### config.mk
export PLATFORM = sky130hd
export DESIGN_NAME = mips_muldiv_alu
export DESIGN_NICKNAME = d
export VERILOG_FILES = /design/src/rtl/mips_muldiv_alu.sv
export SDC_FILE = /design/constraint.sdc
export NUM_CORES = 1
export LEC_CHECK = 0
export ABC_AREA = 0
export CAP_MARGIN = 15
export CORE_UTILIZATION = 52
export DETAILED_ROUTE_END_ITERATION = 10
export PLACE_DENSITY = 0.81
export SETUP_SLACK_MARGIN = 0.05
export SYNTH_ARGS = -nofsm -noshare
export SYNTH_HDL_FRONTEND = slang
export SYNTH_SLANG_ARGS = --single-unit
### constraint.sdc
create_clock -name vclk -period 7.6
set_clock_uncertainty 0.15 [all_clocks]
set_input_delay 1.9 -clock vclk [all_inputs]
set_output_delay 1.9 -clock vclk [all_outputs]
set_load 0.005 [all_outputs]
### src/rtl/mips_muldiv_alu.sv
`default_nettype none
// ============================================================================
//  Module   : mips_muldiv_alu
//  Purpose  : MIPS EX-stage ALU. Single-cycle logic/arith/shift ops plus an
//             iterative multiply/divide unit (one bit per cycle) with HI/LO
//             registers and a start/busy/done handshake.
//  Config   : define ALU_MULDIV_EN to build the multiply/divide unit. When
//             undefined, codes 10..15 return 0 and busy/done/hi/lo are tied 0.
//  Ports    : clk, reset (sync, active-high), ALUCnt[3:0] op select,
//             input1/input2 operands, shamt shift amount, start launch pulse,
//             result/zero (combinational), busy, done (1-cycle pulse), hi, lo.
//  Revision : 1.0  initial release
// ============================================================================
module mips_muldiv_alu #(
    parameter int WIDTH = 32,
    parameter int SHW   = 5
) (
    input  logic             clk,
    input  logic             reset,
    input  logic [3:0]       ALUCnt,
    input  logic [WIDTH-1:0] input1,
    input  logic [WIDTH-1:0] input2,
    input  logic [SHW-1:0]   shamt,
    input  logic             start,
    output logic [WIDTH-1:0] result,
    output logic             zero,
    output logic             busy,
    output logic             done,
    output logic [WIDTH-1:0] hi,
    output logic [WIDTH-1:0] lo
);

    logic [WIDTH-1:0] w_result;
    logic [WIDTH-1:0] w_hi;
    logic [WIDTH-1:0] w_lo;

    always_comb begin
        w_result = '0;
        case (ALUCnt)
            4'd0:    w_result = input1 & input2;
            4'd1:    w_result = input1 | input2;
            4'd2:    w_result = input1 + input2;
            4'd3:    w_result = input1 ^ input2;
            4'd4:    w_result = ~(input1 | input2);
            4'd5:    w_result = input2 << shamt;
            4'd6:    w_result = input1 - input2;
            4'd7:    w_result = {{(WIDTH-1){1'b0}}, ($signed(input1) < $signed(input2))};
            4'd8:    w_result = input2 >> shamt;
            4'd9:    w_result = $signed(input2) >>> shamt;
            4'd14:   w_result = w_hi;
            4'd15:   w_result = w_lo;
            default: w_result = '0;
        endcase
    end

    assign result = w_result;
    assign zero   = (w_result == '0);
    assign hi     = w_hi;
    assign lo     = w_lo;

`ifdef ALU_MULDIV_EN
    localparam logic [1:0]     c_ST_IDLE = 2'd0;
    localparam logic [1:0]     c_ST_RUN  = 2'd1;
    localparam logic [1:0]     c_ST_FIX  = 2'd2;
    localparam logic [1:0]     c_ST_DONE = 2'd3;
    localparam logic [SHW-1:0] c_LAST    = SHW'(WIDTH - 1);

    logic [1:0]       state_q, state_d;
    logic             is_div_q, is_div_d;
    logic             neg_q_q, neg_q_d;     // negate quotient / product
    logic             neg_r_q, neg_r_d;     // negate remainder
    logic             bzero_q, bzero_d;
    logic [WIDTH-1:0] dividend_q, dividend_d;
    logic [WIDTH-1:0] opb_q, opb_d;         // multiplicand or divisor magnitude
    logic [WIDTH-1:0] acc_q, acc_d;         // product upper half / partial remainder
    logic [WIDTH-1:0] work_q, work_d;       // multiplier->product lower half / dividend->quotient
    logic [SHW-1:0]   cnt_q, cnt_d;
    logic [WIDTH-1:0] hi_q, hi_d;
    logic [WIDTH-1:0] lo_q, lo_d;

    logic             w_launch;
    logic             w_signed;
    logic             w_a_neg, w_b_neg;
    logic [WIDTH-1:0] w_a_mag, w_b_mag;
    logic [WIDTH:0]   w_sum;
    logic [WIDTH:0]   w_shift;
    logic [WIDTH:0]   w_trial;
    logic [2*WIDTH-1:0] w_prod;

    // A new op may be accepted while idle or in the done cycle.
    assign w_launch = start && (ALUCnt >= 4'd10) && (ALUCnt <= 4'd13) &&
                      ((state_q == c_ST_IDLE) || (state_q == c_ST_DONE));
    assign w_signed = ALUCnt[0];
    assign w_a_neg  = w_signed && input1[WIDTH-1];
    assign w_b_neg  = w_signed && input2[WIDTH-1];
    assign w_a_mag  = w_a_neg ? (~input1 + 1'b1) : input1;
    assign w_b_mag  = w_b_neg ? (~input2 + 1'b1) : input2;

    // Shift-add step: add multiplicand when the current multiplier bit is set,
    // then shift the {carry, acc, work} chain right by one.
    assign w_sum   = work_q[0] ? ({1'b0, acc_q} + {1'b0, opb_q}) : {1'b0, acc_q};
    // Restoring divide step: the trial difference is negative exactly when
    // its top bit is set, since the shifted remainder is below twice the divisor.
    assign w_shift = {acc_q, work_q[WIDTH-1]};
    assign w_trial = w_shift - {1'b0, opb_q};
    assign w_prod  = neg_q_q ? (~{acc_q, work_q} + 1'b1) : {acc_q, work_q};

    always_ff @(posedge clk) begin
        if (reset) begin
            state_q    <= c_ST_IDLE;
            is_div_q   <= 1'b0;
            neg_q_q    <= 1'b0;
            neg_r_q    <= 1'b0;
            bzero_q    <= 1'b0;
            dividend_q <= '0;
            opb_q      <= '0;
            acc_q      <= '0;
            work_q     <= '0;
            cnt_q      <= '0;
            hi_q       <= '0;
            lo_q       <= '0;
        end else begin
            state_q    <= state_d;
            is_div_q   <= is_div_d;
            neg_q_q    <= neg_q_d;
            neg_r_q    <= neg_r_d;
            bzero_q    <= bzero_d;
            dividend_q <= dividend_d;
            opb_q      <= opb_d;
            acc_q      <= acc_d;
            work_q     <= work_d;
            cnt_q      <= cnt_d;
            hi_q       <= hi_d;
            lo_q       <= lo_d;
        end
    end

    always_comb begin
        state_d    = state_q;
        is_div_d   = is_div_q;
        neg_q_d    = neg_q_q;
        neg_r_d    = neg_r_q;
        bzero_d    = bzero_q;
        dividend_d = dividend_q;
        opb_d      = opb_q;
        acc_d      = acc_q;
        work_d     = work_q;
        cnt_d      = cnt_q;
        hi_d       = hi_q;
        lo_d       = lo_q;
        case (state_q)
            c_ST_RUN: begin
                if (is_div_q) begin
                    acc_d  = w_trial[WIDTH] ? w_shift[WIDTH-1:0] : w_trial[WIDTH-1:0];
                    work_d = {work_q[WIDTH-2:0], ~w_trial[WIDTH]};
                end else begin
                    acc_d  = w_sum[WIDTH:1];
                    work_d = {w_sum[0], work_q[WIDTH-1:1]};
                end
                cnt_d = cnt_q - 1'b1;
                if (cnt_q == '0) begin
                    state_d = c_ST_FIX;
                end
            end
            c_ST_FIX: begin
                if (!is_div_q) begin
                    hi_d = w_prod[2*WIDTH-1:WIDTH];
                    lo_d = w_prod[WIDTH-1:0];
                end else if (bzero_q) begin
                    hi_d = dividend_q;
                    lo_d = '1;
                end else begin
                    hi_d = neg_r_q ? (~acc_q + 1'b1) : acc_q;
                    lo_d = neg_q_q ? (~work_q + 1'b1) : work_q;
                end
                state_d = c_ST_DONE;
            end
            default: begin
                // IDLE and DONE both return to IDLE unless a new op launches.
                state_d = c_ST_IDLE;
            end
        endcase
        if (w_launch) begin
            state_d    = c_ST_RUN;
            is_div_d   = ALUCnt[2];
            neg_q_d    = w_a_neg ^ w_b_neg;
            neg_r_d    = w_a_neg;
            bzero_d    = (input2 == '0);
            dividend_d = input1;
            opb_d      = ALUCnt[2] ? w_b_mag : w_a_mag;
            work_d     = ALUCnt[2] ? w_a_mag : w_b_mag;
            acc_d      = '0;
            cnt_d      = c_LAST;
        end
    end

    always_comb begin
        busy = (state_q == c_ST_RUN) || (state_q == c_ST_FIX);
        done = (state_q == c_ST_DONE);
    end

    assign w_hi = hi_q;
    assign w_lo = lo_q;
`else
    logic w_unused;
    assign w_unused = &{1'b0, clk, reset, start};
    assign w_hi     = '0;
    assign w_lo     = '0;
    assign busy     = 1'b0;
    assign done     = 1'b0;
`endif

endmodule
`default_nettype wire

==> results of run 1 <==
==> per-stage QoR <==
stage,instances,cell area (um2),setup TNS [ns]
detailed placement,2400,15900,-7.28
floorplan,1609,10900,-0.00667
CTS,2418,16500,-0.695
global placement,2400,15900,-5.81
==> what timing repair did <==
item,4_1_cts
setup buffers,18
hold endpoints to repair,0
resized for setup,167
pin swaps,40
endpoints found under the setup margin,21
==> synthesized netlist by cell type (19+ instances only) <==
cell	count
sky130_fd_sc_hd__nand2_1	144
sky130_fd_sc_hd__nor2_1	129
sky130_fd_sc_hd__a21oi_1	106
sky130_fd_sc_hd__inv_1	105
sky130_fd_sc_hd__ha_1	98
sky130_fd_sc_hd__o21ai_0	86
sky130_fd_sc_hd__buf_4	76
sky130_fd_sc_hd__mux2i_1	68
sky130_fd_sc_hd__clkbuf_1	65
sky130_fd_sc_hd__nor3_1	36
sky130_fd_sc_hd__nand3_1	35
sky130_fd_sc_hd__o211ai_1	35
sky130_fd_sc_hd__mux4_2	34
sky130_fd_sc_hd__buf_2	30
sky130_fd_sc_hd__o22ai_1	30
sky130_fd_sc_hd__mux2_2	28
sky130_fd_sc_hd__a211oi_1	22
sky130_fd_sc_hd__a22oi_1	19
==> routing by layer <==
layer | overflow | track usage (%)
met5 | 2 | 27.6
met4 | 158 | 87.3
met2 | 339 | 98.8
met3 | 8 | 66.5
met1 | 6 | 78.1
==> logic make-up after synthesis <==
logic type | after synthesis
AND/OR/NAND/NOR | 491
other | 1
buffers and inverters | 296
multiplexers | 130
XOR/XNOR | 9
adder cells (fa/ha/maj) | 100
AO/OA/AOI/OAI | 517
==> results.md, run 1 <==
- Area of the mapped netlist: approximately 11000 um2
- Top-level port count: ~180
- Leftover overflow at the end of global routing: approximately 500
- Dominant combinational cell family by area after synthesis: compound AO/OA/AOI/OAI gates
- Std cell rows: 51
- Placed wire-length estimate after detailed placement: 48300 um
- Setup slack after placement: -1.65 ns
- Number of hold-repair buffers added at the cts stage: 0
- Die outline height: between 100 and 150 um
- Wire length of the first global-routing pass: between 100000 and 150000 um
- Outcome: aborted with a tool error
- Number of buffers inserted by port buffering: 106
- Die X: around 140 um
- Main area contributors after synthesis: sky130_fd_sc_hd__ha_1, sky130_fd_sc_hd__mux4_2, sky130_fd_sc_hd__mux2i_1
- Final weighted congestion in routability-driven placement: around 1.4
- Average size of a mapped cell: approximately 7 um2
- Cell accounting for the most synthesized area: sky130_fd_sc_hd__ha_1
- Run-stopping error: [ERROR GRT-0116] Global routing finished with congestion. Check the congestion regions in the DRC Viewer.
- Number of global-route vias before repair: ~21000
- Area fraction of the dominant cell type after synthesis: a little under an eighth
- Number of instances in the synthesized netlist: between 1500 and 2000
- Pin count of the biggest net entering global routing: 26
- Simple-gate portion of the synthesized area: a little under a quarter
- GRT Util Overall: roughly 81%
- Share of cell area taken by muxes after synthesis: roughly 17%
- Yosys warning count: 0
- Post-synthesis share of cell area spent on xor and xnor gates: less than 1%
- Initial core utilization: roughly 54%
- Complex-gate fraction of the synthesized area: ~34%
- Sequential element share of the synthesized area: 0%
- Unique masters post-synth: 92
- Adder and majority cell fraction of the synthesized area: 11.9%
- Halt Stage: global routing (5_1_grt)
==> run 2, diff against run 1 <==
- CORE_UTILIZATION: 52 -> 40
- PLACE_DENSITY: 0.81 -> unset
- PLACE_DENSITY_LB_ADDON: unset -> 0.15
- SETUP_SLACK_MARGIN: 0.05 -> unset
- clock period: 7.6 -> 9.9 ns (I/O delays scaled with it)
==> run 2 against run 1 <==
- the run now ends clean
- synthesized area is the same
- synthesized cell count is the same
==> results.md, run 2 <==
- Outcome: finished clean (was aborted with a tool error)
- Power spent charging and discharging nets: roughly 0.00048 W
- Yosys warning count: 0 (unchanged)
- Endpoints failing hold: 0
- Detail Route Antenna Nets: 0
- Number of max-capacitance violations reported: 0
- Die outline height: 165 um (was 145 um)
- Peak ir drop on the vdd network: about 0.000037 V
- Max transition margin: approximately a third
- Number of clock buffers in the layout: 0
- Critical path required time: ~7.3 ns
- Core region area: 26100 um2
- Commonest cells after routing, fill and taps aside: sky130_fd_sc_hd__buf_4, sky130_fd_sc_hd__nand2_1, sky130_fd_sc_hd__nor2_1
- Number of fill cells in the layout: 2680
- Critical path origin: input2[12]
- Worst-path cell chain: clkdlybuf4s50_1 > inv_1 > buf_4 > ha_1 > nor2b_1 > o211ai_1 > buf_4 > nor4_1 > a2111oi_1 > o2111ai_1 > a211oi_1 > o211ai_1 > nor4_1 > buf_4 > nand4b_1 > or4_4 > nor4_2 > buf_2
- Post-layout power: just under 0.0009 W
- Most common cell after layout, fill and taps aside: sky130_fd_sc_hd__buf_4
- Main area contributors after synthesis: sky130_fd_sc_hd__ha_1, sky130_fd_sc_hd__mux4_2, sky130_fd_sc_hd__mux2i_1 (unchanged)
- Post-Route WL: between 50000 and 60000 um
- Number of global-route vias before repair: 13175
- Fraction of power consumed by the clock network: 0%
- Critical Path Sink Type: primary output
- Average size of a mapped cell: 6.88 um2 (unchanged)
- Unique masters post-synth: 92 (unchanged)
- Source of the worst hold timing path: shamt[3]
- Clock period minus worst slack: ~10 ns
- Via density per instance: 6.50
- Vias after detailed routing: 14496
- Actual slew at the worst max-slew pin: between 0.9 and 1 ns
- Internal power consumption: 0.000388 W
- Worst setup path category: in -> out
- Area fraction of the dominant cell type after synthesis: 11.5% (unchanged)
- GRT Util Overall: between 40% and 50%
- Die outline area: between 20000 and 30000 um2
- Worst path arrival time: approximately 7.1 ns
- Slowest cell on crit path: sky130_fd_sc_hd__a2111oi_1
- Wire per inst: between 20 and 30 um
- Number of instances in the synthesized netlist: 1544 (unchanged)
- Area of the mapped netlist: 10600 um2 (unchanged)
- Area Overhead vs Synth: 33.7%
- Sequential cell fraction of total power: 0%
- Bufs and invs on worst path: 6
- Most common cell type on the critical path: sky130_fd_sc_hd__buf_4
- Final Core Density: 54.5%
- Kind of cell adding the most delay to the critical path: compound AO/OA/AOI/OAI gates
- Register cell area after layout: 0 um2
- Most common library cells after synthesis: sky130_fd_sc_hd__nand2_1, sky130_fd_sc_hd__nor2_1, sky130_fd_sc_hd__a21oi_1, sky130_fd_sc_hd__inv_1, sky130_fd_sc_hd__ha_1 (unchanged)
- Worst Hold Endpoint: result[3]
- Cell accounting for the most synthesized area: sky130_fd_sc_hd__ha_1 (unchanged)
- Leftover overflow at the end of global routing: 0
- Pin count of the biggest net entering global routing: 31
- Final weighted congestion in routability-driven placement: 1.09 (was 1.37)
- Crit share post-route: a little over nine tenths
- Max stage delay on crit path: 0.70 ns
- CP Launch Type: input port
- # DRC: 0
- Fmax achieved: 103 MHz
- Cell with the most instances after synthesis: sky130_fd_sc_hd__nand2_1 (unchanged)
- Placed wire-length estimate after detailed placement: 49000 um (was 48300 um)
- Number of hold-repair buffers added at the cts stage: 0 (unchanged)
- Comb power frac: 100.0%
- Switching power share of the total: between 50 and 60%
- Wire length of the first global-routing pass: ~85000 um
- Iteration-0 DRC count of the detailed router: around 2000
- Top-level port count: 175 (unchanged)
- Fraction of final layout cells sized beyond drive strength 1: 25.8%
- Count of sequential standard cells: 0
- Number of failing setup endpoints in the final timing report: 0
- Hold Path Depth: 6
- Std cell rows: 59 (was 51)
- Max Transition Viols Final: 0
- Initial core utilization: 40.7% (was 53.8%)
- Antenna violations before repair: 3
- Worst hold-check path type: in -> out
- Leak: 6.37 nW
- Die X: 165 um (was 145 um)
- Number of buffers inserted by port buffering: 106 (unchanged)
- Sequential element share of the synthesized area: 0% (unchanged)
- Largest fanout on the critical path: 4
- Net count reported at finish: 2071
- First-pass detailed-route iteration total: 6
- Pwr dens: between 60 and 70 nW/um2
[run 2: cell counts after synthesis]
No cell type changed its count.
[run 2: cells by family (layout without fill, tap and decap cells)]
family,after synthesis,in the layout,synth area share [%]
multiplexers,130,130,16.6
XOR/XNOR,9,9,0.742
AND/OR/NAND/NOR,491,491,22.8
adder cells (fa/ha/maj),100,100,11.9
AO/OA/AOI/OAI,517,517,34.1
other,1,67,0.0353
buffers and inverters,296,580,13.9
[run 2: worst max-delay path by stage]
stage / end / slack [ns] / depth (start not counted)
2_1_floorplan: zero / 1.02 / 14
3_3_place_gp: zero / -0.57 / 16
3_5_place_dp: zero / -0.63 / 16
4_1_cts: zero / 0.06 / 17
5_1_grt: zero / -0.009 / 18
6_report: zero / 0.19 / 18
[run 2: cell type report]
type	instances	area (um2)	share of cell area, %
antenna	1	2.50	0.0176
inverter	108	405	2.86
multi-input combinational	1313	9540	67.2
timing repair buffer	472	3830	27.0
tap	335	419	2.95
[run 2: power by group through the flow]
| stage | Combinational [W] | Clock (W) | Sequential [W] |
|---|---|---|---|
| after global placement | 0.000828 | 0 | 0 |
| after floorplan | 0.000435 | 0 | 0 |
| after detailed placement | 0.000832 | 0 | 0 |
| final | 0.000871 | 0.0000000000137 | 0 |
| after CTS | 0.000839 | 0 | 0 |
| after global routing | 0.000920 | 0 | 0 |
[run 2: timing repair]
item | CTS | global route
setup endpoints to repair | 1 | 3
gates cloned | 0 | 0
resized for setup | 11 | 15
buffers inserted | 1 | 0
pin swaps | 6 | 5
[run 2: per-stage QoR]
stage	worst slack [ns]	cells	area (um2)	TNS, ns	hold WS [ns]
finish	0.187	2229	14200	0	6.04
detailed placement	-0.632	2227	14100	-0.632	6.02
global route	-0.00899	2228	14200	-0.00899	6.10
CTS	0.0616	2228	14100	0	6.02
global placement	-0.573	2227	14100	-0.573	6.02
floorplan	1.02	1609	10900	0	5.10
[run 2: metal layers]
metal	part of all wire (%)	up-vias	routed length [um]	global-route usage [%]
met5	0.022	-	13	0
met4	4.0	2	2350	12.7
met3	12	139	6970	6.83
met2	42	1015	24700	64.6
met1	42	6923	24200	59.5
li1	-	6417	-	-
(Power assumes the default switching activity.)
==> run 3, diff against run 2 <==
- CORE_MARGIN: unset -> 3
- SLEW_MARGIN: unset -> 20
- clock period: 9.9 -> 9.2 ns (I/O delays scaled with it)
==> run 3 against run 2 <==
- global-route usage is 2.5 points lower
- critical path depth is 1 lower
- sequential share of layout area stayed put
- first-iteration DRC count is 1.6% lower
- worst setup slack worse by 0.13 ns
- die area is 4.9% higher
- critical path type unchanged
- critical endpoint unchanged
- largest power group unchanged
==> results.md, run 3 (synthesized netlist as in run 2, its figures left out) <==
- Total placed cells including tap cells: 2333 (was 2227)
- Worst hold-check path type: in -> out (unchanged)
- Placed wire-length estimate after detailed placement: 49800 um (was 49000 um)
- Pwr dens: 65.9 nW/um2 (was 61.4 nW/um2)
- Commonest cells after routing, fill and taps aside: sky130_fd_sc_hd__buf_4, sky130_fd_sc_hd__nand2_1, sky130_fd_sc_hd__nor2_1 (unchanged)
- Post-Route WL: 59700 um (was 58300 um)
- Endpoints failing hold: 0 (unchanged)
- Net count reported at finish: 2187 (was 2071)
- Outcome: finished clean (unchanged)
- Number of buffers inserted by port buffering: 106 (unchanged)
- Source of the worst hold timing path: shamt[3] (unchanged)
- Most common cell after layout, fill and taps aside: sky130_fd_sc_hd__buf_4 (unchanged)
- Count of sequential standard cells: 0 (unchanged)
- Number of clock buffers in the layout: 0 (unchanged)
- Critical path required time: 6.75 ns (was 7.28 ns)
- Core region area: 26100 um2 (unchanged)
- Fraction of final layout cells sized beyond drive strength 1: 33.7% (was 25.8%)
- Via density per instance: 6.41 (was 6.50)
- Max stage delay on crit path: 0.61 ns (was 0.70 ns)
- Slowest cell on crit path: sky130_fd_sc_hd__o21ai_0 (was sky130_fd_sc_hd__a2111oi_1)
- Std cell rows: 59 (unchanged)
- RSZ-0062 raised after global routing: no
- Number of failing setup endpoints in the final timing report: 0 (unchanged)
- Crit share post-route: 99.4%
- Initial core utilization: 40.7% (unchanged)
- Peak ir drop on the vdd network: 0.0000432 V (was 0.0000365 V)
- Worst setup path category: in -> out (unchanged)
- Actual slew at the worst max-slew pin: 1.02 ns (was 0.986 ns)
- # DRC: 0 (unchanged)
- Wire length of the first global-routing pass: 87800 um (was 84800 um)
- Iteration-0 DRC count of the detailed router: 1977 (was 2009)
- Bufs and invs on worst path: 5 (was 6)
- Area Overhead vs Synth: 45.9% (was 33.7%)
- CP Launch Type: input port (unchanged)
- Worst path arrival time: 6.70 ns (was 7.09 ns)
- Die outline area: 28500 um2 (was 27200 um2)
- Final Core Density: 59.4% (was 54.5%)
- Number of diodes added for antenna fixing: 0 (was 1)
- Number of hold-repair buffers added at the cts stage: 0 (unchanged)
- Pin count of the biggest net entering global routing: 35 (was 31)
- Number of global-route vias before repair: 14195 (was 13175)
- GRT Util Overall: 39.5% (was 42.0%)
- Vias after detailed routing: 15033 (was 14496)
- Worst-path cell chain: dlygate4sd2_1 > inv_2 > buf_4 > ha_1 > nor2b_1 > a2111oi_1 > buf_4 > a21oi_1 > a21boi_0 > o22ai_1 > o21ai_0 > o2111ai_2 > nor4_4 > nand4b_1 > or4_4 > nor4_4 > buf_2 (was clkdlybuf4s50_1 > inv_1 > buf_4 > ha_1 > nor2b_1 > o211ai_1 > buf_4 > nor4_1 > a2111oi_1 > o2111ai_1 > a211oi_1 > o211ai_1 > nor4_1 > buf_4 > nand4b_1 > or4_4 > nor4_2 > buf_2)
- Worst Hold Endpoint: result[1] (was result[3])
- Max Transition Viols Final: 0 (unchanged)
- First-pass detailed-route iteration total: 6 (unchanged)
- Hold Path Depth: 6 (unchanged)
- Detail Route Antenna Nets: 0 (unchanged)
- Antenna violations before repair: 2 (was 3)
- Critical path origin: input2[5] (was input2[12])
- Leak: 6.98 nW (was 6.37 nW)
- Wire per inst: 25.4 um (was 26.2 um)
- Final weighted congestion in routability-driven placement: 1.06 (was 1.09)
- Die outline height: 169 um (was 165 um)
- Fmax achieved: about 110 MHz
- Number of max-capacitance violations reported: 0 (unchanged)
- Critical Path Sink Type: primary output (unchanged)
- Max transition margin: 31.6% (was 33.5%)
- Clock period minus worst slack: a little over 9 ns
- Leftover overflow at the end of global routing: 0 (unchanged)
- Largest fanout on the critical path: 3 (was 4)
- Die X: 169 um (was 165 um)
- Kind of cell adding the most delay to the critical path: compound AO/OA/AOI/OAI gates (unchanged)
- Count of placed standard cells in the final layout, fillers left out: 2344 (was 2229)
- Register cell area after layout: 0 um2 (unchanged)
- Top-level port count: 175 (unchanged)
run 3: changes by cell type in the layout (fill, tap and decap cells not counted), sizes merged:
| cell | before | now |
|---|---|---|
| buf | 372 | 491 |
| dlygate4sd2 | 0 | 33 |
| clkbuf | 0 | 1 |
| diode | 1 | 0 |
| clkdlybuf4s50 | 98 | 63 |
| dlymetal6s2s | 2 | 0 |
run 3: area by class of cell:
| class | instances | area [um2] |
|---|---|---|
| fill | 2533 | 10600 |
| inverter | 108 | 405 |
| multi-input combinational | 1313 | 9910 |
| tap | 335 | 419 |
| timing repair buffer | 588 | 4760 |
run 3: how the worst max path moves through the flow:
stage / end / cells past startpoint
6_report: zero / 17
5_1_grt: zero / 16
4_1_cts: zero / 16
3_5_place_dp: zero / 16
3_3_place_gp: zero / 16
2_1_floorplan: zero / 14
run 3: through the flow:
stage / setup WS, ns / hold slack, ns / cell area, um2 / power, W / setup TNS, ns
global placement: -0.924 / 5.56 / 15000 / 0.000940 / -1.29
CTS: -0.0215 / 5.57 / 15400 / 0.000983 / -0.0215
detailed placement: -0.958 / 5.57 / 15000 / 0.000946 / -1.27
floorplan: 0.665 / 4.75 / 10900 / 0.000468 / 0
finish: 0.0542 / 5.57 / 15500 / 0.00102 / 0
global route: 0.0296 / 5.63 / 15500 / 0.00108 / 0
run 3: tightest hold or removal path: stages:
cell and delay (ns):
sky130_fd_sc_hd__buf_2 0.12, sky130_fd_sc_hd__buf_12 0.17, sky130_fd_sc_hd__nand2_1 0.14, sky130_fd_sc_hd__o21ai_1 0.10, sky130_fd_sc_hd__buf_4 0.14, sky130_fd_sc_hd__clkdlybuf4s50_1 0.44
run 3: layer usage:
metal	global-route usage [%]	wire length, um	vias to the layer above
li1	-	-	6641
met1	55.2	24700	7228
met2	61.3	25600	989
met3	7.26	6740	171
met4	13.4	2630	4
met5	0	21	-
run 3: what timing repair did:
item / 4_1_cts / 5_1_grt
resized for setup: 157 / 10
endpoints found under the hold margin: 0 / 0
pin swaps: 33 / 8
setup buffers: 11 / 0
endpoints found under the setup margin: 2 / 2
run 3: power breakdown:
group	switching, W	internal (W)
Sequential	0	0
Combinational	0.000545	0.000477
Clock	0	0
==> RTL change (settings of run 2) <==
Set the parameter `SHW` to 6 (it was 5).
--- a/src/rtl/mips_muldiv_alu.sv
+++ b/src/rtl/mips_muldiv_alu.sv
@@ -13,7 +13,7 @@
 // ============================================================================
 module mips_muldiv_alu #(
     parameter int WIDTH = 32,
-    parameter int SHW   = 5
+    parameter int SHW   = 6
 ) (
     input  logic             clk,
     input  logic             reset,
Ports: changed (resized shamt); port bits go from 175 to 176. No check against the original RTL was run, so the function may have changed too.
==> RTL change against run 2 <==
Non-clock buffer count is 215 lower; final area is 9.8% lower; worst setup slack better by 4.4 ps; critical path type unchanged; routed wire length is 2.3% higher; fmax hardly changed; largest power group unchanged; synthesized area is 3.2% higher; final cell count is 5.9% lower; power is 11% lower.
==> RTL change: results (changes against run 2) <==
Routing
  • TritonRoute pass-1 iters: 6 (unchanged)
  • Iter 0 DRT Violations: 1837 (-8.6%)
  • Via density: 6.66 (+2.4%)
  • Total number of vias: 14000 (-3.6%)
  • Routed WL: 59600 um (+2.3%)

Worst setup path
  • CP delay by family, top: compound AO/OA/AOI/OAI gates
  • CP max stage delay: 540 ps (-160 ps)
  • Crit path launch: input1[7]
  • Slowest CP cell: clkdlybuf4s50_1
  • WP data arrival: 7080 ps (about the same)
  • CP Max Fanout: 6 (+2)

Cells and area
  • CLK BUF: 0 (unchanged)
  • Clk tree area frac: 0% (unchanged)
  • Nets: 1936 (-6.5%)
  • Nonclk inv count: 96 (-11%)
  • Seq_cells: 0 (unchanged)
  • Multi-input combinational area share: 76.6% (+9.4 points)
  • Non-clk buf share: 17.2% (-9.7 points)
  • Fillers: 2866 (+6.9%)
  • Share of cells above drive strength 1: 14.3% (-11 points)
  • Comb_multi_in: 1404 (+6.9%)
  • Sequential cell area share: 0% (unchanged)
  • ANT cells: 0 (-1)
  • Signal buffers: 257 (-46%)

Pwr
  • Cell Pwr Density: 60.3 nW/um^2 (-1.7%)
  • Leak: 0.00543 uW (-15%)
  • Peak VDD IR: 0.0000263 V (-28%)

Min path
  • Hold path startpoint: shamt[3]
  • Hold Crit Class: primary input to output port
  • Hold Crit Depth: 5 (-1)
  • Hold worst-path end: result[2]

GRT
  • Vias in the first global route: 12800 (-2.6%)
  • Largest net degree at the start of global routing: 50 (+61%)
  • Initial antenna violation count: 0 (-3)
  • Total GRT Usage: 41.3% (-0.74 points)
  • First-pass GRT wire length: 86900 um (+2.4%)

Placement
  • Placed Cells: 2097 (-5.8%)
  • Dpl hpwl: 48700 um (-0.60%)
  • Dpl cell area: 12800 sq um (-9.4%)
  • Worst slack at placement: 119 ps (+751 ps)
  • Port bufs: 107 (+0.94%)
  • Routability Congestion: 1.03 (-5.2%)

Run status
  • Status: complete, no violations

STA
  • Hold_ws: 6110 ps (+68.8 ps)
  • Fin crit share: 98.1% (about the same)
  • Worst Max-Slew Pin Slew: 1080 ps (+96.6 ps)

Clock tree
  • Post CTS Setup Buffer Count: 0 (-1)
  • Cts repair resizes: 0 (-11)

Die
  • Tapcells: 341 (+1.8%)

Synth
  • Area contributors post-synth: ha_1 11%, mux4_2 6.2%, nor2_1 5.8%
  • Syn. warnings: 0 (unchanged)
  • Synth top cells by count: 168 x nor2_1, 159 x nand2_1, 123 x a21oi_1, 98 x ha_1, 93 x o21ai_0
  • Library cells used by synthesis: 105 (+14%)
  • Synth Instances: 1630 (+5.6%)
## RTL change: changes by cell type after synthesis, sizes merged, moves of 14 or more
cell,run 2,this run
nor2,130,168
a221oi,18,33
a21oi,106,125
o22ai,30,13
nand2,144,159
clkbuf,65,79
## RTL change: cell families (layout without fill, tap and decap cells)
group                    Yosys count  after routing  share of synthesized area, %
AO/OA/AOI/OAI                    565            565                          36.2
XOR/XNOR                          15             15                          1.20
adder cells (fa/ha/maj)          100            100                          11.6
buffers and inverters            291            353                          13.2
multiplexers                     110            110                          13.9
other                              1             66                        0.0342
AND/OR/NAND/NOR                  548            548                          23.9
## RTL change: per-layer routing
metal	GRT usage [%]	vias to the layer above	wire (um)	part of all wire [%]
met4	18.3	0	3240	5.4
li1	-	6238	-	-
met1	55.4	6655	25000	42
met5	0	-	0	0
met3	4.89	151	4980	8.4
met2	66.1	932	26400	44
## RTL change: power by group
group	internal, uW	switching [uW]
Combinational	301	472
Sequential	0	0
Clock	0	0
Total	301	472
